## src/rtl/hatch_sequencer_pkg.sv

```systemverilog
// Shared definitions for the hatch sequencer: sequencer state encoding,
// datapath widths, the hatched progress value and a saturating increment.
package hatch_sequencer_pkg;

  localparam int DZ_W  = 5;  // width of the dot-matrix progress index
  localparam int CNT_W = 4;  // width of warm/idle/hatch counters

  localparam logic [DZ_W-1:0] DZ_HATCH = 5'd16;

  typedef enum logic [1:0] {
    ST_IDLE,
    ST_INCUBATE,
    ST_HATCHED,
    ST_FAILED
  } state_t;

  // Increment that sticks at the all-ones value instead of wrapping.
  function automatic logic [CNT_W-1:0] sat_inc(input logic [CNT_W-1:0] value);
    return (value == {CNT_W{1'b1}}) ? value : value + 1'b1;
  endfunction

endpackage

```

## src/rtl/hatch_sequencer_idle_timer.sv

```systemverilog
// Idle timer: counts tick pulses since the last clear and flags the tick
// that would reach TIMEOUT.
//   clk, rst_n : clock, asynchronous active-low reset
//   clear      : restart the count from zero (has priority over tick)
//   tick       : count-enable pulse
//   expire     : combinational, high during the tick that reaches TIMEOUT
//   idle_cnt   : current count, always below TIMEOUT
module idle_timer
  import hatch_sequencer_pkg::*;
#(
  parameter int TIMEOUT = 5
) (
  input  logic             clk,
  input  logic             rst_n,
  input  logic             clear,
  input  logic             tick,
  output logic             expire,
  output logic [CNT_W-1:0] idle_cnt
);

  localparam logic [CNT_W-1:0] LAST = CNT_W'(TIMEOUT - 1);

  // Expiry is flagged on the tick itself so the caller can register the
  // failure on the same edge that counts the final tick.
  assign expire = tick && !clear && (idle_cnt == LAST);

  // NOTE: sequential state uses non-blocking assignments so every flop
  // samples pre-edge values regardless of block evaluation order.
  always_ff @(posedge clk or negedge rst_n) begin
    if (!rst_n) begin
      idle_cnt <= '0;
    end else if (clear || expire) begin
      // Returning to zero on expiry keeps the count from ever wrapping.
      idle_cnt <= '0;
    end else if (tick) begin
      idle_cnt <= idle_cnt + 1'b1;
    end
  end

endmodule

```

## src/rtl/hatch_sequencer.sv

```systemverilog
// Hatch sequencer: egg incubation game controller. Warm pulses advance a
// 0..16 progress index; too many ticks without warming fail the egg.
//   clk, rst_n : clock, asynchronous active-low reset
//   start      : begin/restart incubation (ignored while incubating)
//   warm       : player warms the egg
//   tick       : 1 Hz enable pulse
//   dz_num     : progress index, 16 = hatched
//   dz_load    : one-cycle strobe when dz_num/fail change
//   fail       : high while failed
//   done       : high while hatched
//   hatch_cnt  : successful hatches since reset, saturating at 15
module hatch_sequencer
  import hatch_sequencer_pkg::*;
#(
  parameter int WARM_PER_STEP = 2,
  parameter int TIMEOUT       = 5
) (
  input  logic             clk,
  input  logic             rst_n,
  input  logic             start,
  input  logic             warm,
  input  logic             tick,
  output logic [DZ_W-1:0]  dz_num,
  output logic             dz_load,
  output logic             fail,
  output logic             done,
  output logic [CNT_W-1:0] hatch_cnt
);

  localparam logic [CNT_W-1:0] WARM_LAST = CNT_W'(WARM_PER_STEP - 1);

  state_t           state_q, state_d;
  logic [DZ_W-1:0]  dz_num_q, dz_num_d;
  logic             dz_load_q, dz_load_d;
  logic             fail_q, fail_d;
  logic             done_q, done_d;
  logic [CNT_W-1:0] hatch_cnt_q, hatch_cnt_d;
  logic [CNT_W-1:0] warm_cnt_q, warm_cnt_d;

  logic             timer_clear;
  logic             timer_tick;
  logic             timer_expire;
  logic [CNT_W-1:0] idle_cnt;

  // Timer controls are derived straight from state and inputs, not from the
  // next-state block, so expire never feeds back into its own enable.
  // Warm wins over a simultaneous tick: it clears and the tick is dropped.
  assign timer_clear = (state_q == ST_INCUBATE) ? warm : start;
  assign timer_tick  = (state_q == ST_INCUBATE) && tick && !warm;

  idle_timer #(
    .TIMEOUT (TIMEOUT)
  ) u_idle_timer (
    .clk      (clk),
    .rst_n    (rst_n),
    .clear    (timer_clear),
    .tick     (timer_tick),
    .expire   (timer_expire),
    .idle_cnt (idle_cnt)
  );

  always_ff @(posedge clk or negedge rst_n) begin
    if (!rst_n) begin
      state_q     <= ST_IDLE;
      dz_num_q    <= '0;
      dz_load_q   <= 1'b0;
      fail_q      <= 1'b0;
      done_q      <= 1'b0;
      hatch_cnt_q <= '0;
      warm_cnt_q  <= '0;
    end else begin
      state_q     <= state_d;
      dz_num_q    <= dz_num_d;
      dz_load_q   <= dz_load_d;
      fail_q      <= fail_d;
      done_q      <= done_d;
      hatch_cnt_q <= hatch_cnt_d;
      warm_cnt_q  <= warm_cnt_d;
    end
  end

  always_comb begin
    // NOTE: every signal gets a default before the case so no path leaves
    // one unassigned, which would otherwise infer a latch.
    state_d     = state_q;
    dz_num_d    = dz_num_q;
    dz_load_d   = 1'b0;
    fail_d      = fail_q;
    done_d      = done_q;
    hatch_cnt_d = hatch_cnt_q;
    warm_cnt_d  = warm_cnt_q;

    unique case (state_q)
      ST_INCUBATE: begin
        if (warm) begin
          if (warm_cnt_q == WARM_LAST) begin
            warm_cnt_d = '0;
            dz_num_d   = dz_num_q + 1'b1;
            dz_load_d  = 1'b1;
            if (dz_num_q + 1'b1 == DZ_HATCH) begin
              state_d     = ST_HATCHED;
              done_d      = 1'b1;
              hatch_cnt_d = sat_inc(hatch_cnt_q);
            end
          end else begin
            warm_cnt_d = warm_cnt_q + 1'b1;
          end
        end else if (timer_expire) begin
          state_d   = ST_FAILED;
          fail_d    = 1'b1;
          dz_load_d = 1'b1;
        end
      end

      // Idle, hatched and failed all react only to start, with identical
      // entry into incubation; warm and tick are ignored.
      ST_IDLE, ST_HATCHED, ST_FAILED: begin
        if (start) begin
          state_d    = ST_INCUBATE;
          dz_num_d   = '0;
          warm_cnt_d = '0;
          dz_load_d  = 1'b1;
          fail_d     = 1'b0;
          done_d     = 1'b0;
        end
      end

      default: state_d = ST_IDLE;
    endcase
  end

  assign dz_num    = dz_num_q;
  assign dz_load   = dz_load_q;
  assign fail      = fail_q;
  assign done      = done_q;
  assign hatch_cnt = hatch_cnt_q;

endmodule

```

## config.mk

```make
export PLATFORM = sky130hd
export DESIGN_NAME = hatch_sequencer
export DESIGN_NICKNAME = d
export VERILOG_FILES = /design/src/rtl/hatch_sequencer_pkg.sv /design/src/rtl/hatch_sequencer_idle_timer.sv /design/src/rtl/hatch_sequencer.sv
export SDC_FILE = /design/constraint.sdc
export NUM_CORES = 1
export LEC_CHECK = 0
export CAP_MARGIN = 40
export CORE_ASPECT_RATIO = 1.4
export CORE_UTILIZATION = 57
export DETAILED_ROUTE_END_ITERATION = 6
export GPL_ROUTABILITY_DRIVEN = 0
export GPL_TIMING_DRIVEN = 0
export MAX_ROUTING_LAYER = met4
export PLACE_DENSITY_LB_ADDON = 0.12
export SLEW_MARGIN = 20
export SYNTH_ARGS = -nofsm -noshare
export SYNTH_HDL_FRONTEND = slang
export SYNTH_SLANG_ARGS = --single-unit
```

## constraint.sdc

```tcl
create_clock -name clk -period 5.55 [get_ports clk]
set_clock_uncertainty 0.2 [all_clocks]
set_input_delay 0.555 -clock clk [delete_from_list [all_inputs] [get_ports clk]]
set_output_delay 0.555 -clock clk [all_outputs]
set_load 0.02 [all_outputs]
```

==> results.py, run 1 <==
metrics = {
    "synthesis": {
        "yosys.area.top_type_share_pct": 46.5,
        "synth_top_area_cell": "dfrtp_1",
        "ys_types": 39,
        "synth-compound-area-share_pct": 14.4,
        "synth_fa_ha_area_share_pct": 6.34,
        "yosys_register_bits": 22,
        "synth_ff_type": "dfrtp_1",
        "synth_xor_area_share_pct": 2.96,
        "syn_inst": 112,
        "synth_edf_count": 0,
        "async_reset_ff_share_pct": 100,
        "synth.area.top_cells": "dfrtp_1, ha_1, nand2_1, xor2_1, nor2_1",
        "muxShareOfSynthArea_pct": 2.85,
        "yosys_warnings": 0,
        "syn_area_sq_mm": 0.00118,
        "synthSimpleGateAreaFrac_pct": 25.8,
        "synth_top_family_by_area": "simple AND/OR/NAND/NOR gates",
        "avgSynthCellArea_sq_um": 10.6,
        "syn_nets": 123,
        "ys_seq_area_share_pct": 46.5,
    },
    "drt": {
        "num_vias": 929,
        "first_pass_iters": 4,
        "drt_iter0_markers": 15,
        "wirelength_um": 2390,
        "antenna_left": 0,
        "wl_per_cell_um": 15.5,
        "viasPerCell": 6.03,
        "drc": 0,
    },
    "worst_setup_path": {
        "critPathMaxFanout": 8,
        "worstPathRequired_ns": 5.57,
        "cp_slowest_cell": "clkdlybuf4s50_1",
        "crit_path_end_kind": "flop",
        "arrival_ns": 2.28,
        "crit_chain": "clkdlybuf4s50_1 -> and3b_1 -> a21o_1 -> o21ai_1 -> a32o_1",
        "worst-path-buf-inv": 1,
        "crit_family": "compound AO/OA/AOI/OAI gates",
        "max_stage_delay_ns": 0.57,
        "worstSetupPathType": "input port to flop",
        "start_kind": "input port",
    },
    "die": {
        "die_area_sq_mm": 0.00227,
        "io_pins": 17,
        "die_h_um": 55.9,
        "coreArea_sq_mm": 0.00195,
        "die_w_um": 40.5,
        "rows": 19,
        "start_util_pct": 60.8,
    },
    "sta": {
        "fmax_mhz": 443,
        "tightest_slew_ns": 0.513,
        "fin_crit_ns": 2.26,
        "grt_setup_unrepaired": "false",
        "setup_tns_ns": 0,
        "hold_violations": 0,
        "setup_viol": 0,
        "relSlewSlack_pct": 65.6,
        "fin_crit_sh_pct": 40.7,
        "slew_violations": 0,
    },
    "grt": {
        "track_usage_pct": 25.0,
        "grt_max_degree": 14,
        "grt_pass1_wl_um": 3880,
        "grt-ovfl-total": 0,
        "grt_pass1_vias": 926,
        "grt_antenna_before_repair": 0,
    },
    "power": {
        "power.internal_mw": 0.291,
        "netSwitchingPower_mw": 0.169,
        "switching_share_pct": 36.7,
        "pwr-share-comb_pct": 32.4,
        "vdd_drop_max_mv": 0.285,
        "power.share.clock_pct": 20.0,
        "p_seq_share_pct": 47.6,
        "p_per_area_mw_per_mm2": 323,
        "p_leak_nw": 0.648,
    },
    "clocking": {
        "clkTransAtPathRegs_ns": 0.13,
        "cts_sinks": 22,
        "ctsHoldBuffers": 0,
        "cts_buffers": 3,
        "ctsLongestPathBuffers": 2,
        "cts_max_level": 1,
        "clockRootBuffer": "clkbuf_4",
        "cts_resized": 0,
        "cts_setup_buffers": 0,
        "insertion_delay_ns": 0.32,
        "cts_tree": "built",
    },
    "outcome": {
        "outcome": "complete, no violations",
    },
    "layout": {
        "stdcell_count": 154,
        "nets": 145,
        "diodes": 0,
        "drive_above_1_share_pct": 8.27,
        "area_growth_syn_to_layout_pct": 20.1,
        "n_fill_cell": 148,
    },
    "worst_hold_path": {
        "hp-class": "flop to flop",
    },
    "placed_design": {
        "io_buffer_count": 16,
        "place_inst": 150,
        "hpwl_um": 1780,
    },
    "flow_run": {
        "maxCapViolations": 0,
    },
}
## layer usage
layer / vias to the layer above / global-route usage [%] / part of all wire, %
met5: - / - / 0
met4: 0 / 11.4 / 1.9
met3: 5 / 4.00 / 3.5
met2: 18 / 40.4 / 54
met1: 454 / 28.5 / 40
li1: 452 / - / -
## final timing paths
kind	start	to	slack, ns	depth (start not counted)
max	warm	dz_num[1]	3.29	5
min	fail	fail	0.29	2
max reg2reg	warm_cnt_q[1]	hatch_cnt[1]	3.41	6
min reg2reg	fail	fail	0.29	2
max in group asynchronous	rst_n	state_q[0]	4.34	2
min in group asynchronous	rst_n	fail	0.35	1
## sequential cells by signal, summed over array words and instances, names as in the netlist
register	cells
warm_cnt_q	4
fail	1
dz_load	1
state_q	2
dz_num	5
hatch_cnt	4
u_idle_timer.idle_cnt	4
done	1
## cells in the final DEF (no fill, tap or decap), types with 2 or more instances in the layout
cell type / instances
nor4_1: 3
ha_1: 6
mux2_1: 2
o2bb2ai_1: 2
nand2_1: 12
nor3b_1: 2
nand3b_1: 2
a21oi_1: 5
clkdlybuf4s50_1: 16
xor2_1: 4
nor2_1: 8
a21o_1: 3
o21ai_0: 4
nand3_1: 5
inv_1: 4
nand2b_1: 3
o21a_1: 2
dfrtp_1: 22
and3b_1: 2
clkbuf_4: 3
## kinds of logic after synthesis
group                      after synthesis
and+or+nand+nor                         48
AOI/OAI and AO/OA                       25
DFF                                     22
adders and majority gates                6
xor gates and xnor gates                 4
buffers and inverters                    4
muxes                                    3
## metrics by stage
step                utilization (%)  setup WS, ns  cell area, sq um  hold WS, ns  total power [mW]
floorplan                         -          3.60              1180       0.0594             0.315
global placement               70.3          3.00              1370        0.260             0.360
detailed placement             71.1          2.97              1390        0.275             0.370
CTS                            73.0          3.29              1420        0.303             0.460
global route                   73.0          3.17              1420        0.325             0.487
finish                         73.0          3.29              1420        0.295             0.460
## worst reg2reg max path, delay by kind of cell, from the launching register on
family	cells	cell delay, ns
simple gates	3	0.78
mux	1	0.35
buf+inv	1	0.08
flops	1	0.42
fa+ha+maj	1	0.21
## synth_stat cells, drive strengths merged, types with 4 or more instances
master and instances:
dfrtp 22, nor4 4, xor2 4, a21oi 6, nand3 5, ha 6
inv 4, nor2 8, o21ai 5, nand2 13
## power groups by stage
stage          Clock, mW  Sequential [mW]  Combinational, mW
3_5_place_dp           0            0.220              0.150
2_1_floorplan          0            0.224             0.0909
4_1_cts           0.0917            0.218              0.151
5_1_grt           0.0974            0.223              0.166
3_3_place_gp           0            0.218              0.142
6_report          0.0920            0.219              0.149
## cell type report
type / count / area, sq um / share of cell area, %
Tap cell: 21 / 26.3 / 1.85
Timing Repair Buffer: 17 / 175 / 12.3
Inverter: 4 / 15.0 / 1.06
Clock buffer: 4 / 36.3 / 2.55
Multi-Input combinational cell: 86 / 619 / 43.5
Sequential cell: 22 / 551 / 38.7
Power figures use the tool's default switching activity.
==> run 2, diff against run 1 <==
CORE_UTILIZATION = 48   (was 57)
clock period = 1.8 ns   (was 5.55 ns; I/O delays follow)
==> run 2 against run 1 <==
Effect of this change:
- critical endpoint is now hatch_cnt[1]
- sequential power rose to 3.1 times the previous value
- largest power group unchanged
- sequential share of layout area fell by 4.1 points
- the run now ends with design-rule violations, negative hold slack, negative setup slack left
- worst setup slack got worse by 3.3 ns
==> results.py, run 2 (synthesis results as in run 1) <==
metrics = {
    "grt": {
        "gr-usage-met3_pct": 1.79,
        "grt_max_degree": 13,
        "grt_antenna_before_repair": 0,
        "grt-ovfl-total": 0,
        "use_met1_pct": 25.4,
        "grt_pass1_vias": 901,
        "track_usage_pct": 21.6,
        "grt_pass1_wl_um": 4110,
        "grt_util_met2_pct": 38.4,
        "grt.busiest_layer": "met2",
    },
    "worst_hold_path": {
        "hp-class": "input port to async pin",
    },
    "power": {
        "power.share.clock_pct": 17.8,
        "power_mw": 1.60,
        "p_per_area_mw_per_mm2": 998,
        "netSwitchingPower_mw": 0.592,
        "vdd_drop_max_mv": 0.630,
        "p_leak_nw": 0.751,
        "pwr-share-comb_pct": 39.5,
        "power.internal_mw": 1.01,
        "switching_share_pct": 37.0,
        "p_seq_share_pct": 42.6,
    },
    "layout": {
        "drive_above_1_share_pct": 30.1,
        "finish.utilization_pct": 71.1,
        "stdcell_count": 168,
        "largest_reg_flops": 5,
        "area_growth_syn_to_layout_pct": 35.1,
        "n_fill_cell": 175,
        "multi_input_area_sq_um": 691,
        "layout_commonest_cell": "dfrtp_1",
        "diodes": 0,
        "area.sequential_sq_um": 554,
        "nets": 158,
        "final_cell_mix": "dfrtp_1, clkdlybuf4s50_1, buf_4",
    },
    "drt": {
        "antenna_left": 0,
        "wl_per_cell_um": 16.2,
        "first_pass_iters": 6,
        "viasPerCell": 5.97,
        "wirelength_um": 2720,
        "num_vias": 1003,
        "drt_iter0_markers": 22,
        "drc": 2,
    },
    "die": {
        "coreArea_sq_mm": 0.00225,
        "die_area_sq_mm": 0.00267,
        "start_util_pct": 52.6,
        "io_pins": 17,
        "die_w_um": 44.0,
        "die_h_um": 60.8,
        "rows": 20,
    },
    "worst_setup_path": {
        "cp_slowest_cell": "dfrtp_1",
        "crit_chain": "inv_2 -> ha_4 -> nor3b_4 -> nand2_4 -> nor4_4 -> mux2_4",
        "worstPathRequired_ns": 1.82,
        "arrival_ns": 1.82,
        "critPathMaxFanout": 3,
        "worst-path-buf-inv": 1,
        "start_kind": "flop",
        "r2r_slack_ns": -0.004,
        "max_stage_delay_ns": 0.41,
        "worstSetupPathType": "flop to flop",
        "crit_path_end_kind": "flop",
        "crit_family": "simple AND/OR/NAND/NOR gates",
    },
    "placed_design": {
        "hpwl_um": 1780,
        "io_buffer_count": 16,
        "place_inst": 151,
    },
    "clocking": {
        "cts_sinks": 22,
        "ctsLongestPathBuffers": 2,
        "insertion_delay_ns": 0.31,
        "cts_tree": "built",
        "cts_buffers": 3,
        "clockRootBuffer": "clkbuf_4",
        "clkTransAtPathRegs_ns": 0.13,
        "cts_max_level": 1,
    },
    "flow_run": {
        "maxCapViolations": 0,
    },
    "sta": {
        "tightest_slew_ns": 0.543,
        "slew_violations": 0,
        "hold_violations": 1,
        "hold_ws_ns": -0.000483,
        "relSlewSlack_pct": 63.7,
        "fin_crit_sh_pct": 100,
        "setup_viol": 1,
        "timing.final.ws_setup_ns": -0.00419,
        "grt_setup_unrepaired": "true",
        "fin_crit_ns": 1.80,
        "fmax_mhz": 554,
    },
    "outcome": {
        "outcome": "complete, but fails checks",
        "violations": "design-rule violations, negative hold slack, negative setup slack",
    },
}
## run 2: changes by cell type in the layout (fill, tap and decap cells not counted), sizes merged
cell,delta
clkdlybuf4s50,-3
dlygate4sd2,+1
dlymetal6s2s,+2
buf,+13
## run 2: what timing repair did
| action | 4_1_cts | 5_1_grt |
|---|---|---|
| pin swaps | 2 | 4 |
| setup endpoints to repair | 10 | 10 |
| setup buffers | 6 | 7 |
| gates resized for setup | 9 | 14 |
| hold buffers | 0 | 0 |
## run 2: through the flow
stage	worst slack [ns]	hold WS [ns]	TNS (ns)	instance area, sq um
finish	-0.00419	-0.000483	-0.00419	1600
global route	-0.0664	0.0481	-0.248	1600
CTS	-0.128	0.0273	-0.175	1500
detailed placement	-0.443	0.263	-3.56	1400
global placement	-0.382	0.264	-2.85	1380
floorplan	-0.0742	-0.316	-0.0742	1190
## run 2: power by group through the flow
stage	Combinational, mW	Clock [mW]	Sequential (mW)
6_report	0.631	0.285	0.681
5_1_grt	0.685	0.300	0.698
4_1_cts	0.554	0.285	0.677
3_5_place_dp	0.459	0	0.681
3_3_place_gp	0.442	0	0.676
2_1_floorplan	0.281	0	0.695
## run 2: path summary, 6_finish.rpt
path | start | endpoint | cells past startpoint
setup / recovery | warm_cnt_q[1] | hatch_cnt[1] | 6
hold / removal | rst_n | u_idle_timer.idle_cnt[2] | 1
setup reg to reg | warm_cnt_q[1] | hatch_cnt[1] | 6
hold reg to reg | fail | fail | 2
max in group asynchronous | rst_n | dz_num[0] | 2
min in group clk | fail | fail | 2
## run 2: cell type report
| type | instances | area share, % |
|---|---|---|
| clock buffer | 4 | 2.27 |
| inverter | 4 | 0.938 |
| timing repair buffer | 30 | 17.3 |
| tap | 22 | 1.72 |
| sequential | 22 | 34.6 |
| multi-input combinational | 86 | 43.2 |
## run 2: routing by layer
| layer | wire length (um) | vias up |
|---|---|---|
| met1 | 1150 | 495 |
| met5 | 0 | - |
| met3 | 94 | 5 |
| li1 | - | 479 |
| met4 | 37 | 0 |
| met2 | 1430 | 24 |
## run 2: worst register-to-register path: cells and delay by family, from the launching register on
kind / cells / cell delay (ns)
DFF: 1 / 0.41
buffers and inverters: 1 / 0.08
adders and majority gates: 1 / 0.13
and+or+nand+nor: 3 / 0.55
muxes: 1 / 0.33
